===== src/rtl/dmem_boot_loader_pkg.sv =====
// dmem_boot_loader_pkg
// Definitions shared by the data-memory boot loader and its byte packer.
//   - state_t    : loader FSM encoding (also exported on the debug port)
//   - WORD_BYTES : bytes per 32-bit word. The length header and the checksum
//                  trailer are also one word each.
// Endianness: the stream is big-endian. The first byte of a word lands in
// bits 31:24 and the fourth byte lands in bits 7:0.
package dmem_boot_loader_pkg;

  typedef enum logic [2:0] {
    ST_IDLE = 3'd0,
    ST_HDR  = 3'd1,
    ST_DATA = 3'd2,
    ST_SUM  = 3'd3,
    ST_DONE = 3'd4,
    ST_ERR  = 3'd5
  } state_t;

  localparam int unsigned WORD_BYTES = 4;

  // The states in which the loader consumes stream bytes.
  function automatic logic state_is_busy(input state_t s);
    return (s == ST_HDR) || (s == ST_DATA) || (s == ST_SUM);
  endfunction

endpackage


===== src/rtl/dmem_boot_loader_if.sv =====
// dmem_boot_loader_if
// Byte-stream link from the host or flash reader into the boot loader.
//   in_data  : stream byte, driven by the master
//   in_valid : in_data is valid, driven by the master
//   in_ready : the loader can accept a byte this cycle, driven by the slave
// Handshake: a byte is transferred on a rising edge where in_valid and
// in_ready are both 1. in_ready does not depend on in_valid. While in_valid
// is high, in_data must stay stable until the byte is transferred.
interface dmem_boot_loader_if;
  logic [7:0] in_data;
  logic       in_valid;
  logic       in_ready;

  modport master (output in_data, output in_valid, input in_ready);
  modport slave  (input in_data, input in_valid, output in_ready);
endinterface


===== src/rtl/dmem_boot_loader_byte_word_packer.sv =====
// byte_word_packer
// Packs accepted stream bytes into big-endian 32-bit words.
// Ports:
//   clk, reset    : clock and synchronous active-high reset
//   byte_in       : stream byte
//   accept        : byte_in is consumed on this edge
//   clear         : discards any partial word (has priority over accept)
//   word_complete : combinational pulse; the current accept is the 4th byte
//   word          : assembled word, valid while word_complete is 1
// The fourth byte is not stored. The word is formed combinationally from the
// three buffered bytes and the live byte. The owner registers the result, so
// the packer can start the next word on the following cycle.
module byte_word_packer
  import dmem_boot_loader_pkg::*;
(
  input  logic        clk,
  input  logic        reset,
  input  logic [7:0]  byte_in,
  input  logic        accept,
  input  logic        clear,
  output logic        word_complete,
  output logic [31:0] word
);

  logic [1:0]  cnt_q, cnt_d;
  logic [23:0] sr_q, sr_d;

  always_comb begin
    cnt_d = cnt_q;
    sr_d  = sr_q;
    if (clear) begin
      cnt_d = '0;
      sr_d  = '0;
    end else if (accept) begin
      sr_d  = {sr_q[15:0], byte_in};
      // The counter wraps 3 -> 0 when a word completes.
      cnt_d = cnt_q + 2'd1;
    end
  end

  assign word_complete = accept && !clear && (cnt_q == 2'(WORD_BYTES - 1));
  assign word          = {sr_q, byte_in};

  always_ff @(posedge clk) begin
    if (reset) begin
      cnt_q <= '0;
      sr_q  <= '0;
    end else begin
      cnt_q <= cnt_d;
      sr_q  <= sr_d;
    end
  end

endmodule


===== src/rtl/dmem_boot_loader.sv =====
// dmem_boot_loader
// Streams a data image into data memory through its boot port. It checks an
// XOR checksum and holds the core in reset until a verified load completes.
// Stream layout, big-endian: length N (words), then N data words, then a
// checksum word equal to the XOR of all data words.
// Ports:
//   clk, reset   : clock and synchronous active-high reset
//   start        : one-cycle pulse; starts a load from IDLE, DONE or ERR
//   s_in         : byte stream (slave side of dmem_boot_loader_if)
//   boot_daddr   : word index of the write, zero-extended to 32 bits
//   boot_ddata   : data of the write
//   boot_dwe     : one-cycle write strobe; address and data are stable with it
//   cpu_resetn   : active-low core reset; high only in DONE
//   busy         : a load is in progress (HDR, DATA or SUM)
//   done / error : load verified / length or checksum failure
//   dbg_state    : current FSM state
module dmem_boot_loader
  import dmem_boot_loader_pkg::*;
#(
  parameter int DM_ADDRESSWIDTH = 16,
  parameter int DM_SIZE         = 16384
) (
  input  logic                 clk,
  input  logic                 reset,
  input  logic                 start,
  dmem_boot_loader_if.slave    s_in,
  output logic [31:0]          boot_daddr,
  output logic [31:0]          boot_ddata,
  output logic                 boot_dwe,
  output logic                 cpu_resetn,
  output logic                 busy,
  output logic                 done,
  output logic                 error,
  output state_t               dbg_state
);

  localparam int IW = DM_ADDRESSWIDTH - 2;

  state_t          state_q, state_d;
  logic [31:0]     len_q, len_d;
  logic [IW-1:0]   idx_q, idx_d;
  logic [31:0]     csum_q, csum_d;
  logic [IW-1:0]   daddr_q, daddr_d;
  logic [31:0]     ddata_q, ddata_d;
  logic            dwe_q, dwe_d;

  logic            busy_w;
  logic            accept;
  logic            pk_clear;
  logic            word_complete;
  logic [31:0]     word;

  assign busy_w = state_is_busy(state_q);
  assign accept = s_in.in_valid && busy_w;

  byte_word_packer u_packer (
    .clk           (clk),
    .reset         (reset),
    .byte_in       (s_in.in_data),
    .accept        (accept),
    .clear         (pk_clear),
    .word_complete (word_complete),
    .word          (word)
  );

  always_comb begin
    state_d  = state_q;
    len_d    = len_q;
    idx_d    = idx_q;
    csum_d   = csum_q;
    daddr_d  = daddr_q;
    ddata_d  = ddata_q;
    dwe_d    = 1'b0;
    pk_clear = 1'b0;

    case (state_q)
      ST_IDLE, ST_DONE, ST_ERR: begin
        if (start) begin
          state_d  = ST_HDR;
          idx_d    = '0;
          csum_d   = '0;
          pk_clear = 1'b1;
        end
      end

      ST_HDR: begin
        if (word_complete) begin
          len_d = word;
          // Oversized images are rejected here. This check keeps the word
          // index inside IW bits for the rest of the load.
          if (word > 32'(DM_SIZE)) begin
            state_d = ST_ERR;
          end else if (word == 32'd0) begin
            state_d = ST_SUM;
          end else begin
            state_d = ST_DATA;
          end
        end
      end

      ST_DATA: begin
        if (word_complete) begin
          daddr_d = idx_q;
          ddata_d = word;
          dwe_d   = 1'b1;
          csum_d  = csum_q ^ word;
          idx_d   = idx_q + 1'b1;
          // len_q is at least 1 in this state, so len_q - 1 cannot underflow.
          if (32'(idx_q) == (len_q - 32'd1)) begin
            state_d = ST_SUM;
          end
        end
      end

      ST_SUM: begin
        if (word_complete) begin
          state_d = (word == csum_q) ? ST_DONE : ST_ERR;
        end
      end

      default: state_d = ST_IDLE;
    endcase
  end

  always_ff @(posedge clk) begin
    if (reset) begin
      state_q <= ST_IDLE;
      len_q   <= '0;
      idx_q   <= '0;
      csum_q  <= '0;
      daddr_q <= '0;
      ddata_q <= '0;
      dwe_q   <= 1'b0;
    end else begin
      state_q <= state_d;
      len_q   <= len_d;
      idx_q   <= idx_d;
      csum_q  <= csum_d;
      daddr_q <= daddr_d;
      ddata_q <= ddata_d;
      dwe_q   <= dwe_d;
    end
  end

  // Status outputs are decoded from the registered state only.
  assign s_in.in_ready = busy_w;
  assign busy          = busy_w;
  assign done          = (state_q == ST_DONE);
  assign error         = (state_q == ST_ERR);
  assign cpu_resetn    = (state_q == ST_DONE);
  assign boot_daddr    = 32'(daddr_q);
  assign boot_ddata    = ddata_q;
  assign boot_dwe      = dwe_q;
  assign dbg_state     = state_q;

endmodule

===== src/flat_wrapper.sv =====
// flat-port wrapper written by rule: the top's interface ports become plain ports
module dmem_boot_loader_flat import dmem_boot_loader_pkg::*;
#(
  parameter int DM_ADDRESSWIDTH = 16,
  parameter int DM_SIZE         = 16384
)
  (clk, reset, start, boot_daddr, boot_ddata, boot_dwe, cpu_resetn, busy, done, error, dbg_state, s_in_in_data, s_in_in_valid, s_in_in_ready);
  dmem_boot_loader_if s_in_i ();
  input  logic clk;
  input  logic reset;
  input  logic start;
  output logic [31:0] boot_daddr;
  output logic [31:0] boot_ddata;
  output logic boot_dwe;
  output logic cpu_resetn;
  output logic busy;
  output logic done;
  output logic error;
  output state_t dbg_state;
  input wire logic [$bits(s_in_i.in_data)-1:0] s_in_in_data;
  input wire logic [$bits(s_in_i.in_valid)-1:0] s_in_in_valid;
  output wire logic [$bits(s_in_i.in_ready)-1:0] s_in_in_ready;
  assign s_in_i.in_data = s_in_in_data;
  assign s_in_i.in_valid = s_in_in_valid;
  assign s_in_in_ready = s_in_i.in_ready;
  dmem_boot_loader #(.DM_ADDRESSWIDTH(DM_ADDRESSWIDTH), .DM_SIZE(DM_SIZE)) u_core (.clk(clk), .reset(reset), .start(start), .s_in(s_in_i), .boot_daddr(boot_daddr), .boot_ddata(boot_ddata), .boot_dwe(boot_dwe), .cpu_resetn(cpu_resetn), .busy(busy), .done(done), .error(error), .dbg_state(dbg_state));
endmodule

===== config.mk =====
export PLATFORM = sky130hd
export DESIGN_NAME = dmem_boot_loader_flat
export DESIGN_NICKNAME = d
export VERILOG_FILES = /design/src/rtl/dmem_boot_loader_pkg.sv /design/src/rtl/dmem_boot_loader_if.sv /design/src/rtl/dmem_boot_loader_byte_word_packer.sv /design/src/rtl/dmem_boot_loader.sv /design/src/flat_wrapper.sv
export SDC_FILE = /design/constraint.sdc
export NUM_CORES = 1
export LEC_CHECK = 0
export BUFFER_PORTS_ARGS = -buffer_cell sky130_fd_sc_hd__buf_2
export CAP_MARGIN = 20
export CORE_MARGIN = 2
export CORE_UTILIZATION = 58
export DETAILED_ROUTE_END_ITERATION = 10
export PLACE_DENSITY_LB_ADDON = 0.08
export RECOVER_POWER = 25
export SYNTH_ARGS = -nofsm -noshare
export SYNTH_HDL_FRONTEND = slang
export SYNTH_SLANG_ARGS = --single-unit
export TNS_END_PERCENT = 50

===== constraint.sdc =====
create_clock -name clk -period 3.2 [get_ports clk]
set_clock_uncertainty 0.15 [all_clocks]
set_input_delay 0.32 -clock clk [delete_from_list [all_inputs] [get_ports clk]]
set_output_delay 0.32 -clock clk [all_outputs]
set_load 0.02 [all_outputs]

==> summary.txt, run 1 <==
Synthesis
  – Register area share after synthesis: 42.6%
  – Mapped Cells: 953
  – Area share of the largest cell type after synthesis: 42.6%
  – Ys flop type: dfxtp_1
  – Cell taking the most area after synthesis: dfxtp_1
  – Asr flop ratio synth: 0%
  – Number of synthesized flops with an enable pin: 0
  – Top cells by area, synth: dfxtp_1, nand2_1, a21oi_1
  – Seq cells post-synth: 154
  – Netlist Area Pre-Place: 7240 um2
  – Post-synthesis area per instance: 7.59 um2
  – Total number of yosys warnings: 0
  – Netlist cell types: 57

Floorplanning
  – Top-Level Pins: 85
  – Core Area: 12100 um2
  – Starting density of the core: 59.7%
  – Die H: 116 um
  – DIE WIDTH: 116 um
  – FP Rows: 40
  – Die area: 13400 um2

Critical path
  – Largest stage delay, worst path: 0.98 ns
  – Crit-path leading delay family: buffers and inverters
  – Worst path cell trace: nand2b_1, buf_4, or3_1, clkbuf_1, nand2_1, a21oi_1
  – Buffers and inverters on the worst path: 2
  – Reg-to-reg critical path endpoint: u_core.len_q[15]$_SDFFE_PP0P_
  – Reg2Reg Depth: 6
  – Critical Setup Path Class: flip-flop to flip-flop
  – Setup slack, reg-to-reg: 0.52 ns
  – Reg2Reg Launch Point: u_core.dbg_state[2]$_SDFFE_PP0P_
  – Critical path startpoint category: flip-flop
  – Endpoint type of the worst setup path: flip-flop
  – CP max FO: 32
  – Worst path required time: 3.39 ns
  – CP arrival: 2.88 ns
  – Slowest CP cell: clkbuf_1

Global routing
  – Largest net degree at the start of global routing: 64
  – Initial antenna violation count: 0
  – Total Routing Usage GR: 30.8%
  – GRT Residual Overflow: 0
  – Via count of the first global-routing pass: 6377
  – First-pass GRT wire length: 32.2 mm

Job
  – Max Cap Viol: 0

Power
  – Internal power: 0.00322 W
  – Comb pwr share: 16.5%
  – Peak VDD IR: 384 uV
  – Sequential Power Share: 43.5%
  – Leak: 2.92 nW
  – Switching share of power: 31.2%
  – Pwr/cell area: 580 nW/um2
  – Clock power share: 40.0%
  – Switch Pwr: 0.00146 W
  – Pwr Total: 0.00468 W

Clock network
  – Root Driver: clkbuf_16
  – Hold buffers post-CTS: 0
  – CTS Buf Count: 17
  – Clock Tree Buf Depth: 2
  – Clock tree from TritonCTS: built
  – CTS clk-pin slew, worst paths: 0.06 ns
  – CTS Sinks: 154
  – Post-CTS sizing: 0
  – Worst-Skew Late Latency: 0.43 ns
  – Post-CTS Setup Bufs: 0
  – # H-tree levels: 4

Placement
  – RD Place Congestion: 0.935
  – Post-DP HPWL: 13.6 mm
  – IO buf count: 66
  – Placed insts: 1137

Timing
  – Tcrit/Tclk final: 83.9%
  – Slew @ Worst Pin: 1.35 ns
  – Max-slew violation count: 0
  – RSZ-0062 raised after global routing: false
  – Setup_tns: 0 ns
  – Final-report hold violation count: 0
  – Max Fclk: 373 MHz
  – Final min period: 2.68 ns
  – Slew headroom: 9.99%
  – Finish-stage setup viols: 0

Layout
  – Commonest non-fill, non-tap cell in the layout: nand2_1
  – Ant diodes: 0
  – Most frequent cells in the layout: nand2_1, dfxtp_1, a21oi_1
  – Post-Layout Cell Count: 1169
  – P&R area growth vs syn: 11.6%
  – # nets final: 1003
  – Share of post-route cells with drive strength above 1: 7.29%

Detailed routing
  – Drt pass-1 iters: 6
  – Final ANT Viol Nets: 0
  – Drt total wl: 19.9 mm
  – 1st-iter DRT viols: 651
  – Drt via density: 5.83
  – Mean routed wirelength per cell: 17.1 um
  – DR vias: 6811
  – # DRC: 0

Min path
  – Hold Path Origin: s_in_in_data[3]
  – Hold Crit Endpoint: u_core.boot_ddata[3]$_SDFFE_PP0P_
  – WHS Path Cells: 3
  – Min-delay worst type: input port to flip-flop

Outcome
  – Status: completed
how the worst max path moves through the flow:
| stage | startpoint | endpoint | depth (start not counted) | slack, ns |
|---|---|---|---|---|
| after CTS | u_core.dbg_state[1]$_SDFFE_PP0P_ | u_core.idx_q[0]$_SDFFE_PP0P_ | 6 | 0.59 |
| after floorplan | u_core.dbg_state[1]$_SDFFE_PP0P_ | u_core.u_packer.sr_q[14]$_SDFFE_PP0P_ | 8 | 0.81 |
| after global routing | u_core.dbg_state[2]$_SDFFE_PP0P_ | u_core.len_q[2]$_SDFFE_PP0P_ | 6 | 0.29 |
| after global placement | u_core.dbg_state[1]$_SDFFE_PP0P_ | u_core.daddr_q[8]$_SDFFE_PP0P_ | 5 | 0.70 |
| after detailed placement | u_core.dbg_state[1]$_SDFFE_PP0P_ | u_core.csum_q[31]$_SDFFE_PP0P_ | 6 | 0.61 |
| final | u_core.dbg_state[2]$_SDFFE_PP0P_ | u_core.len_q[15]$_SDFFE_PP0P_ | 6 | 0.52 |
power groups by stage:
stage          Combinational [W]  Sequential, W  Clock (W)
2_1_floorplan           0.000537        0.00205          0
3_3_place_gp            0.000745        0.00207          0
3_5_place_dp            0.000760        0.00208          0
4_1_cts                 0.000767        0.00204    0.00189
5_1_grt                 0.000838        0.00204    0.00197
6_report                0.000771        0.00204    0.00188
layer usage:
| layer | vias to the layer above | share of wire (%) | GRT usage [%] |
|---|---|---|---|
| li1 | 3263 | - | - |
| met1 | 3242 | 44 | 41.3 |
| met2 | 257 | 46 | 49.2 |
| met3 | 49 | 6.8 | 5.23 |
| met4 | 0 | 2.8 | 13.3 |
| met5 | - | 0 | 0 |
registers in the layout, summed over array words and instances (netlist names):
name and count:
u_core.u_packer.sr_q 24, u_core.csum_q 32, u_core.boot_dwe 1, u_core.len_q 32, u_core.daddr_q 14, u_core.u_packer.cnt_q 2, u_core.dbg_state 3, u_core.idx_q 14
u_core.boot_ddata 32
worst min-delay path, delay by kind of cell:
| family | cells | cell delay [ns] |
|---|---|---|
| compound gates | 1 | 0.05 |
| buf+inv | 1 | 0.14 |
| simple gates | 1 | 0.06 |
kinds of logic (layout without fill, tap and decap cells):
logic type                 Yosys count  after routing  share of synthesized area, %
and+or+nand+nor                    424            424                          26.9
AOI/OAI and AO/OA                  215            215                          16.9
DFF                                154            154                          42.6
buffers and inverters              106            137                          6.90
xor gates and xnor gates            46             46                          5.57
muxes                                4              4                         0.571
adders and majority gates            3              3                         0.519
other                                1             18                        0.0518
cell type report:
cell class	count	area, um2
inverters	20	75.1
multi-input cells	710	3730
fillers	1103	4030
flip-flops and latches	154	3080
repair buffers	85	420
clock buffers	21	470
clock inverters	11	86.3
well taps	168	210
through the flow:
stage / setup WS (ns) / area, um2 / hold slack [ns] / util (%)
after floorplan: 0.805 / 7300 / 0.290 / -
after global placement: 0.702 / 7590 / 0.288 / 62.7
after detailed placement: 0.610 / 7590 / 0.293 / 62.7
after CTS: 0.594 / 8150 / 0.0430 / 67.3
after global routing: 0.287 / 8080 / 0.0582 / 66.7
final: 0.516 / 8080 / 0.0494 / 66.7
cell usage after synthesis (3+ instances only):
master    instances
mux2i_1           3
nor3b_1           5
nor4_1           26
xnor2_1          16
o22ai_1           4
nor2b_1          34
o21ai_1          11
nor2_1           69
and4_1            3
xor2_1           30
nand2b_1          4
nand2_1         223
nand3_1          10
a22oi_1          20
o21a_1            5
nand4_1          12
o21ai_0          39
ha_1              3
inv_1            20
or4_1             6
a211oi_1          3
nor3_1           13
and3_1            5
buf_4            20
clkbuf_1         56
a21oi_1         114
dfxtp_1         154
a21o_1            3
buf_2             6
a31oi_1           3
Power figures use the tool's default switching activity.
==> run 2, diff against run 1 <==
CORE_UTILIZATION = 53   (was 58)
clock period = 2.2 ns   (was 3.2 ns; I/O delays follow)
==> run 2 against run 1 <==
  * The flow now finishes with violations (negative setup slack)
  * Sequential share of layout area is 3.8 points lower
  * Non-clock buffer count is 102 higher
  * Sequential cell count stayed put
  * Highest routed layer unchanged
  * First-iteration DRC count is 3.8% lower
  * Core utilization is 0.87 points higher
  * Routed wire length is 4.0% higher
  * Register-to-register slack worse by 0.59 ns
  * Setup slack worse by 0.59 ns
  * Power is 51% higher
  * Global-route usage is 1.6 points lower
  * Largest power group unchanged
==> summary.txt, run 2 (synthesized netlist as in run 1, its figures left out) <==
Outcome
  – Status: complete, but fails checks
  – Failing checks: negative setup slack

Critical path
  – CP max FO: 4
  – CP arrival: 2.48 ns
  – Endpoint type of the worst setup path: flip-flop
  – Critical Setup Path Class: flip-flop to flip-flop
  – Worst path required time: 2.41 ns
  – Top cell by count, worst path: nand4_1
  – Slowest CP cell: or4_4
  – Largest stage delay, worst path: 0.54 ns
  – Worst path cell trace: or4_4, nor4_4, nand4_1, xnor2_1, nor4_1, nand4_1, o21ai_1
  – Critical path startpoint category: flip-flop

Floorplanning
  – Die H: 121 um
  – DIE WIDTH: 121 um
  – Core Area: 13300 um2
  – FP Rows: 42
  – Die area: 14600 um2
  – Top-Level Pins: 85
  – Starting density of the core: 54.4%

Power
  – Pwr/cell area: 789 nW/um2
  – Clock power share: 39.4%
  – Peak VDD IR: 836 uV
  – Sequential Power Share: 41.1%
  – Switching share of power: 30.0%
  – Comb pwr share: 19.4%
  – Leak: 3.48 nW
  – Switch Pwr: 0.00213 W
  – Internal power: 0.00496 W

Detailed routing
  – Final ANT Viol Nets: 0
  – Drt via density: 5.49
  – 1st-iter DRT viols: 626
  – # DRC: 0
  – Drt total wl: 20.8 mm
  – Mean routed wirelength per cell: 16.2 um
  – Drt pass-1 iters: 5
  – DR vias: 7019

Placement
  – Placed insts: 1242
  – IO buf count: 66
  – Post-Place Setup Slack: -0.145 ns
  – RD Place Congestion: 0.892
  – Post-DP HPWL: 14.9 mm

Global routing
  – Via count of the first global-routing pass: 6604
  – First-pass GRT wire length: 33.4 mm
  – Largest net degree at the start of global routing: 66
  – Initial antenna violation count: 0
  – Total Routing Usage GR: 29.2%
  – GRT Residual Overflow: 0

Timing
  – Final min period: 2.28 ns
  – Slew @ Worst Pin: 0.685 ns
  – Max-slew violation count: 0
  – Setup ws final: -0.0762 ns
  – Final-report hold violation count: 0
  – Slew headroom: 54.4%
  – RSZ-0062 raised after global routing: true
  – Max Fclk: 439 MHz
  – Tcrit/Tclk final: 103%
  – Finish-stage setup viols: 4
  – Setup_tns: -0.114 ns

Layout
  – Ant diodes: 0
  – # nets final: 1105
  – Share of post-route cells with drive strength above 1: 17.2%
  – Commonest non-fill, non-tap cell in the layout: nand2_1
  – Fill cell count: 1172
  – P&R area growth vs syn: 24.1%
  – Post-Layout Cell Count: 1278
  – Most frequent cells in the layout: nand2_1, dfxtp_1, a21oi_1

Clock network
  – # H-tree levels: 4
  – CTS clk-pin slew, worst paths: 0.06 ns
  – Clock Tree Buf Depth: 2
  – CTS Buf Count: 17
  – CTS Sinks: 154
  – Clock tree from TritonCTS: built
  – Root Driver: clkbuf_16
  – Worst-Skew Late Latency: 0.43 ns

Min path
  – Min-delay worst type: input port to flip-flop

Job
  – Max Cap Viol: 0
## run 2: changes by cell type in the layout (fill, tap and decap cells not counted), moves of 3 or more
cell / change
buf_2: +3
or4_4: +3
or4_1: -3
dfxtp_2: +4
dfxtp_1: -4
clkinv_4: -3
dlygate4sd3_1: +4
buf_12: +3
buf_4: +94
## run 2: power by group through the flow
stage	clock network [W]	logic, W	registers [W]
2_1_floorplan	0	0.000788	0.00298
3_3_place_gp	0	0.00133	0.00297
4_1_cts	0.00282	0.00135	0.00291
5_1_grt	0.00293	0.00149	0.00292
3_5_place_dp	0	0.00134	0.00297
6_report	0.00280	0.00138	0.00292
## run 2: final cells by class
| type | instances | area, um2 | area share [%] |
|---|---|---|---|
| multi-input cells | 710 | 3800 | 42.3 |
| clock buffers | 21 | 470 | 5.24 |
| clock inverters | 10 | 91.3 | 1.02 |
| flip-flops and latches | 154 | 3090 | 34.4 |
| repair buffers | 187 | 1230 | 13.7 |
| inverters | 20 | 75.1 | 0.836 |
| well taps | 176 | 220 | 2.45 |
## run 2: metrics by stage
step	hold slack (ns)	area [um2]	util [%]	power [W]
floorplan	0.206	7330	-	0.00377
global placement	0.290	8390	63.1	0.00430
detailed placement	0.294	8390	63.1	0.00431
CTS	0.00982	9000	67.7	0.00708
global route	0.0502	8980	67.6	0.00734
finish	0.0384	8980	67.6	0.00709
## run 2: critical path, delay by kind of cell, from the launching register on
family,cells,cell delay (ns)
xor gates and xnor gates,1,0.15
AOI/OAI and AO/OA,1,0.12
and+or+nand+nor,5,1.45
DFF,1,0.33
## run 2: per-layer routing
metal | routed length [um] | track usage (%) | vias up | part of all wire [%]
met3 | 1140 | 6.13 | 36 | 5.5
met2 | 9670 | 46.0 | 209 | 47
met1 | 9510 | 39.4 | 3304 | 46
met4 | 433 | 10.5 | 0 | 2.1
li1 | - | - | 3470 | -
met5 | 0 | 0 | - | 0
## run 2: timing repair
action / 4_1_cts / 5_1_grt
resized for setup: 3 / 14
hold buffers: 4 / 0
hold endpoints to repair: 19 / 0
setup buffers: 0 / 1
pin swaps: 5 / 3
setup endpoints to repair: 1 / 20
## run 2: path summary, 6_finish.rpt
check	from	endpoint	slack, ns	cells past startpoint
max	u_core.len_q[9]$_SDFFE_PP0P_	u_core.dbg_state[0]$_SDFFE_PP0P_	-0.08	7
min	s_in_in_data[4]	u_core.len_q[4]$_SDFFE_PP0P_	0.04	3
max reg2reg	u_core.len_q[9]$_SDFFE_PP0P_	u_core.dbg_state[0]$_SDFFE_PP0P_	-0.08	7
min reg2reg	u_core.daddr_q[4]$_SDFFE_PP0P_	u_core.daddr_q[4]$_SDFFE_PP0P_	0.30	2
==> run 3, diff against run 2 <==
CORE_MARGIN = unset   (was 2)
==> run 3 against run 2 <==
  * The flow still finishes with violations (negative setup slack)
  * Via count up 1.4%
  * Power is 5.7% higher
  * Largest power group is now the clock network
  * Routed wire length increased by 3.2%
  * Sequential share of layout area down 0.78 points
  * Core utilization increased by 1.6 points
  * Clock power grew 11%
==> summary.txt, run 3 (synthesized netlist as in run 1, its figures left out) <==
Outcome
  – Status: complete, but fails checks
  – Failing checks: negative setup slack

Clock network
  – Clock tree from TritonCTS: built
  – CTS Sinks: 154
  – # H-tree levels: 4
  – Clock Tree Buf Depth: 2
  – CTS Buf Count: 17
  – CTS clk-pin slew, worst paths: 0.06 ns
  – Root Driver: clkbuf_16
  – Worst-Skew Late Latency: 0.42 ns

Detailed routing
  – Drt total wl: 21.4 mm
  – Mean routed wirelength per cell: 16.7 um
  – DR vias: 7119
  – Final ANT Viol Nets: 0
  – Drt pass-1 iters: 5
  – Drt via density: 5.56
  – # DRC: 0
  – 1st-iter DRT viols: 598

Power
  – Switch Pwr: 0.00223 W
  – Pwr/cell area: 815 nW/um2
  – Sequential Power Share: 38.9%
  – Leak: 3.56 nW
  – Internal power: 0.00526 W
  – Switching share of power: 29.8%
  – Comb pwr share: 19.8%
  – Peak VDD IR: 711 uV
  – Clock power share: 41.4%

Critical path
  – Worst path cell trace: buf_6, inv_4, ha_4, xor2_1, nand2_1, nor4_1, o311ai_1, nor4_1, nand4_1, o21ai_1
  – Critical Setup Path Class: flip-flop to flip-flop
  – Top cell by count, worst path: nor4_1
  – Reg-to-reg critical path endpoint: u_core.dbg_state[0]$_SDFFE_PP0P_
  – Reg2Reg Launch Point: u_core.len_q[0]$_SDFFE_PP0P_
  – Crit-path leading delay family: simple AND/OR/NAND/NOR gates
  – Largest stage delay, worst path: 0.35 ns
  – Crit. path cell count: 10
  – Worst path required time: 2.41 ns
  – Endpoint type of the worst setup path: flip-flop
  – Setup slack, reg-to-reg: -0.02 ns
  – Buffers and inverters on the worst path: 2
  – Setup crit end: u_core.dbg_state[0]$_SDFFE_PP0P_
  – Slowest CP cell: dfxtp_2
  – Reg2Reg Depth: 10
  – Critical path startpoint category: flip-flop
  – CP max FO: 3
  – CP Launch Point: u_core.len_q[0]$_SDFFE_PP0P_
  – CP arrival: 2.43 ns

Job
  – Max Cap Viol: 0

Timing
  – Slew @ Worst Pin: 0.787 ns
  – Slew headroom: 47.6%
  – Final min period: 2.22 ns
  – RSZ-0062 raised after global routing: true
  – Max-slew violation count: 0
  – Tcrit/Tclk final: 101%
  – Setup ws final: -0.0234 ns
  – Max Fclk: 450 MHz
  – Final-report hold violation count: 0
  – Finish-stage setup viols: 1

Global routing
  – Largest net degree at the start of global routing: 75
  – First-pass GRT wire length: 34.1 mm
  – Global-route layer with the greatest usage: met2
  – Met1 usage: 42.0%
  – GRT Residual Overflow: 0
  – Via count of the first global-routing pass: 6505
  – Met3 Use GR: 5.89%
  – GR Util met2: 47.8%
  – Total Routing Usage GR: 30.7%
  – Initial antenna violation count: 0

Floorplanning
  – Die H: 119 um
  – Starting density of the core: 54.4%
  – Die area: 14100 um2
  – Top-Level Pins: 85
  – FP Rows: 42
  – Core Area: 13300 um2
  – DIE WIDTH: 119 um

Placement
  – RD Place Congestion: 0.929
  – IO buf count: 66
  – Post-DP HPWL: 14.7 mm
  – Dpl cell area: 8370 um2

Layout
  – Most frequent cells in the layout: nand2_1, dfxtp_1, a21oi_1
  – # nets final: 1106
  – Design Area, Final: 9190 um2
  – P&R area growth vs syn: 27.0%
  – Ant diodes: 0
  – Commonest non-fill, non-tap cell in the layout: nand2_1
  – Final Util: 69.1%
  – Share of post-route cells with drive strength above 1: 18.8%

Min path
  – Min-delay worst type: input port to flip-flop
[run 3: how the worst min path moves through the flow]
stage | start | end | slack, ns | cells past startpoint
after global placement | u_core.boot_ddata[26]$_SDFFE_PP0P_ | u_core.boot_ddata[26]$_SDFFE_PP0P_ | 0.29 | 2
after floorplan | s_in_in_data[4] | u_core.len_q[4]$_SDFFE_PP0P_ | 0.21 | 2
after detailed placement | u_core.boot_ddata[3]$_SDFFE_PP0P_ | u_core.boot_ddata[3]$_SDFFE_PP0P_ | 0.30 | 2
final | s_in_in_data[0] | u_core.u_packer.sr_q[0]$_SDFFE_PP0P_ | 0.06 | 4
after CTS | s_in_in_data[0] | u_core.u_packer.sr_q[0]$_SDFFE_PP0P_ | 0.04 | 4
after global routing | s_in_in_data[6] | u_core.u_packer.sr_q[6]$_SDFFE_PP0P_ | 0.07 | 4
[run 3: power by group through the flow]
stage / Sequential [W] / Combinational, W / Clock, W
2_1_floorplan: 0.00298 / 0.000788 / 0
3_3_place_gp: 0.00297 / 0.00137 / 0
3_5_place_dp: 0.00297 / 0.00138 / 0
4_1_cts: 0.00291 / 0.00143 / 0.00312
5_1_grt: 0.00292 / 0.00160 / 0.00325
6_report: 0.00291 / 0.00148 / 0.00310
[run 3: tightest hold or removal path, cell delays in order]
cell and delay [ns]:
buf_2 0.12, buf_4 0.14, nand2_1 0.05, a21oi_1 0.05
[run 3: layout make-up]
class                   count  area (um2)
fillers                  1196        4110
multi-input cells         710        3900
flip-flops and latches    154        3090
repair buffers            188        1280
clock buffers              20         467
well taps                 176         220
clock inverters            12         159
inverters                  20        80.1
[run 3: through the flow]
step	power, W	hold WS, ns	TNS (ns)	worst slack (ns)	std cells
floorplan	0.00377	0.206	-0.808	-0.0439	970
global placement	0.00434	0.290	-0.132	-0.132	1239
detailed placement	0.00435	0.295	-0.202	-0.202	1239
CTS	0.00746	0.0417	-0.0271	-0.0271	1276
global route	0.00776	0.0736	-0.193	-0.193	1280
finish	0.00749	0.0556	-0.0234	-0.0234	1280
[run 3: metal layers]
metal | up-vias | routed length (um)
met4 | 0 | 558
met2 | 240 | 9920
li1 | 3477 | -
met5 | - | 0
met3 | 41 | 1180
met1 | 3361 | 9750
[run 3: what timing repair did]
| item | CTS | global route |
|---|---|---|
| endpoints found under the setup margin | 1 | 23 |
| endpoints found under the hold margin | 4 | 0 |
| gates resized for setup | 30 | 12 |
| gates cloned | 0 | 1 |
| pin swaps | 14 | 12 |
| setup buffers | 2 | 3 |
| hold buffers | 3 | 0 |
